$ cat src/rtl/ripple_carry.sv
// WIDTH-bit ripple-carry adder with a combinational result and a registered copy (incl. signed overflow).
// Optional macro RIPPLE_CARRY_CARRY_CHAIN_EN exposes the internal carry chain as output c_chain.
module ripple_carry #(
    parameter int unsigned WIDTH = 4
) (
    input  logic [WIDTH-1:0] a,
    input  logic [WIDTH-1:0] b,
    input  logic             cin,
    output logic [WIDTH-1:0] sum,
    output logic             c_out,
    input  logic             clk,
    input  logic             rst_n,
    output logic [WIDTH-1:0] sum_q,
    output logic             c_out_q,
    output logic             ovf_q
`ifdef RIPPLE_CARRY_CARRY_CHAIN_EN
    ,
    output logic [WIDTH:0]   c_chain
`endif
);

    logic [WIDTH:0]   c;
    logic [WIDTH-1:0] s;
    logic             ovf;

    assign c[0] = cin;

    // One full-adder cell per bit; carry ripples from bit 0 upward.
    for (genvar i = 0; i < int'(WIDTH); i++) begin : g_cell
        assign s[i]   = a[i] ^ b[i] ^ c[i];
        assign c[i+1] = (a[i] & b[i]) | (c[i] & (a[i] ^ b[i]));
    end

    assign sum   = s;
    assign c_out = c[WIDTH];
    assign ovf   = c[WIDTH] ^ c[WIDTH-1];

`ifdef RIPPLE_CARRY_CARRY_CHAIN_EN
    assign c_chain = c;
`endif

    // Registered copy for pipelined consumers; reset clears it immediately.
    always_ff @(posedge clk or negedge rst_n) begin
        if (!rst_n) begin
            sum_q   <= '0;
            c_out_q <= 1'b0;
            ovf_q   <= 1'b0;
        end else begin
            sum_q   <= sum;
            c_out_q <= c_out;
            ovf_q   <= ovf;
        end
    end

endmodule

$ cat config.mk
export PLATFORM = sky130hd
export DESIGN_NAME = ripple_carry
export DESIGN_NICKNAME = d
export VERILOG_FILES = /design/src/rtl/ripple_carry.sv
export SDC_FILE = /design/constraint.sdc
export NUM_CORES = 1
export LEC_CHECK = 0
export CAP_MARGIN = 25
export CORE_AREA = 2 2 39 41
export DETAILED_ROUTE_END_ITERATION = 16
export DIE_AREA = 0 0 41 43
export RECOVER_POWER = 50
export SLEW_MARGIN = 10
export SYNTH_ARGS = -nofsm -noshare
export SYNTH_HDL_FRONTEND = slang
export SYNTH_SLANG_ARGS = --single-unit
$ cat constraint.sdc
create_clock -name clk -period 3 [get_ports clk]
set_input_delay 0.6 -clock clk [delete_from_list [all_inputs] [get_ports clk]]
set_output_delay 0.6 -clock clk [all_outputs]
set_load 0.02 [all_outputs]
==> results of run 1 <==
[cells in the mapped netlist, drive strengths merged]
cell type   n  share of area
inv        10           0.14
fa          4           0.29
dfrtp       6           0.54
xnor2       1          0.032
[worst max-delay path: cells and delay by family]
kind / cells / cell delay (ps)
adders and majority gates: 4 / 1330
buffers and inverters: 6 / 450
[final timing paths]
| path | end | slack (ps) |
|---|---|---|
| worst max-delay path | sum[3] | 20 |
| worst min-delay path | sum_q[2] | 670 |
| max in group asynchronous | ovf_q | 2120 |
| min in group clk | sum_q[0] | 670 |
[stage by stage]
stage	hold slack, ps	area [µm²]	TNS (ps)	instances
2_1_floorplan	304	277	0	21
3_3_place_gp	846	552	-2180	64
3_5_place_dp	851	552	-2280	64
4_1_cts	593	566	-56.3	67
5_1_grt	669	566	-51.0	67
6_report	668	566	0	67
[cell families (layout without fill, tap and decap cells)]
group | count (synthesis) | after routing | share of synthesized area
XOR/XNOR | 1 | 1 | 0.0317
flip-flops | 6 | 6 | 0.543
buffers and inverters | 10 | 40 | 0.136
adder cells (fa/ha/maj) | 4 | 4 | 0.290
[state kept, by name, indices dropped and copies added, names as in the netlist]
name,count
ovf_q,1
c_out_q,1
sum_q,4
[cell type report]
| type | instances | area (µm²) |
|---|---|---|
| clock buffer | 3 | 22.5 |
| timing repair buffer | 27 | 239 |
| sequential | 6 | 150 |
| fill | 154 | 818 |
| inverter | 10 | 37.5 |
| multi-input combinational | 5 | 96.3 |
| tap | 16 | 20.0 |
[power breakdown]
| part | switching [mW] | internal (mW) | total [mW] | leakage, nW |
|---|---|---|---|---|
| Combinational | 0.0629 | 0.0700 | 0.133 | 0.197 |
| Clock | 0.0241 | 0.0449 | 0.0691 | 0.0138 |
| Sequential | 0.00273 | 0.0947 | 0.0974 | 0.0699 |
| Total | 0.0898 | 0.210 | 0.299 | 0.281 |
[layer usage]
metal  share of wire  GRT usage  routed length (µm)
met3           0.086     0.0314                  50
met2            0.65      0.163                 377
met4           0.024      0.120                  14
met5               0          0                   0
met1            0.24     0.0733                 139
[repair_timing]
item                                    in CTS  in global routing
gates cloned                                 0                  0
endpoints found under the setup margin       4                  1
pin swaps                                    4                  3
resized for setup                           33                  1
==> impl_metrics.json, run 1 <==
{
  "cp-end-kind": "output pin",
  "die_area_um2": 1760,
  "dp_hpwl_um": 514,
  "setup_ws_ps": 15.2,
  "place_ws_ps": -938,
  "crit_type": "input port to output pin",
  "area_growth_pct": 105,
  "cts-root-buf": "clkbuf_4",
  "cap_violations": 0,
  "drt-total-wl_um": 582,
  "die_height_um": 43,
  "cellPowerDensity_nw_per_um2": 529,
  "status": "completed",
  "cpPeakStageDelay_ps": 430,
  "antenna_cells": 0,
  "std_cell_rows": 14,
  "slew_violations": 0,
  "fmax_ghz": 0.335,
  "wire_per_inst_um": 8.69,
  "worstPathRequired_ps": 2400,
  "overflow": 0,
  "drt_iter0_markers": 1,
  "cp_slowest_cell": "fa_1",
  "synth_cell_types": 4,
  "synth_area_um2": 277,
  "cts_tree": "yes",
  "ir_drop_v": 0.000146,
  "cts-htree-levels": 1,
  "ant_nets": 0,
  "track_usage": 0.0995,
  "cp-start-kind": "input port",
  "power_mw": 0.299,
  "hold_buffers": 0,
  "syn-instance-count": 21,
  "fp.coreArea_um2": 1380,
  "yosysWarnings": 0,
  "num_vias": 240,
  "crit_path_cell_trace": "buf_6 -> fa_2 -> inv_2 -> fa_2 -> inv_2 -> fa_2 -> inv_2 -> fa_1 -> inv_2 -> buf_6",
  "synth-seq-area-share": 0.543,
  "gp_congestion": 0.648,
  "synthesis.nets": 36,
  "syn-mean-instance-area_um2": 13.2,
  "layout_common_cells": "clkdlybuf4s50_1 (9), dfrtp_1 (6), buf_4 (6), inv_1 (5), inv_2 (5)",
  "hp-class": "input port to async pin",
  "grt_max_degree": 7,
  "setup_viol": 0,
  "maxSlewHeadroom": 0.826,
  "antenna_found_initial": 0,
  "worstPathMaxFanout": 2,
  "grt_pass1_vias": 257,
  "cts_buffer_depth": 2,
  "crit_top_cell": "inv_2",
  "cp-startpoint": "a[0]",
  "via_per_inst": 3.58,
  "cts_inserted_buffers": 3,
  "period_needed_ps": 2980,
  "io_pins": 22,
  "clkTransAtPathRegs_ps": 40,
  "die_width_um": 41,
  "drt_pass1_iterations": 2,
  "drc": 0,
  "p_leak_nw": 0.281,
  "yosys_register_bits": 6,
  "post-route-period-util": 0.995,
  "hold_viol": 0,
  "final_common_cell": "clkdlybuf4s50_1",
  "drive_above_1_share": 0.431,
  "cts_num_sinks": 6,
  "tightest_slew_ps": 260,
  "rsz0062_at_grt": "true",
  "port_buffers": 21,
  "start_util": 0.200,
  "finish.utilization": 0.409,
  "crit_arrival_ps": 2380,
  "post-cts-setup-buffer-count": 0,
  "nets": 68,
  "grt_pass1_wl_mm": 1.01
}
Power figures use the tool's default switching activity.
==> run 2, diff against run 1 <==
--- a/config.mk
+++ b/config.mk
@@ -5,8 +5,10 @@
 export SDC_FILE = /design/constraint.sdc
 export NUM_CORES = 1
 export LEC_CHECK = 0
+export ABC_CLOCK_PERIOD_IN_PS = 3000
 export CAP_MARGIN = 25
 export CORE_AREA = 2 2 39 41
+export CTS_CLUSTER_DIAMETER = 120
 export DETAILED_ROUTE_END_ITERATION = 16
 export DIE_AREA = 0 0 41 43
 export RECOVER_POWER = 50
==> results of run 2 <==
No change in the layout: final DEF, timing and power equal those of run 1.
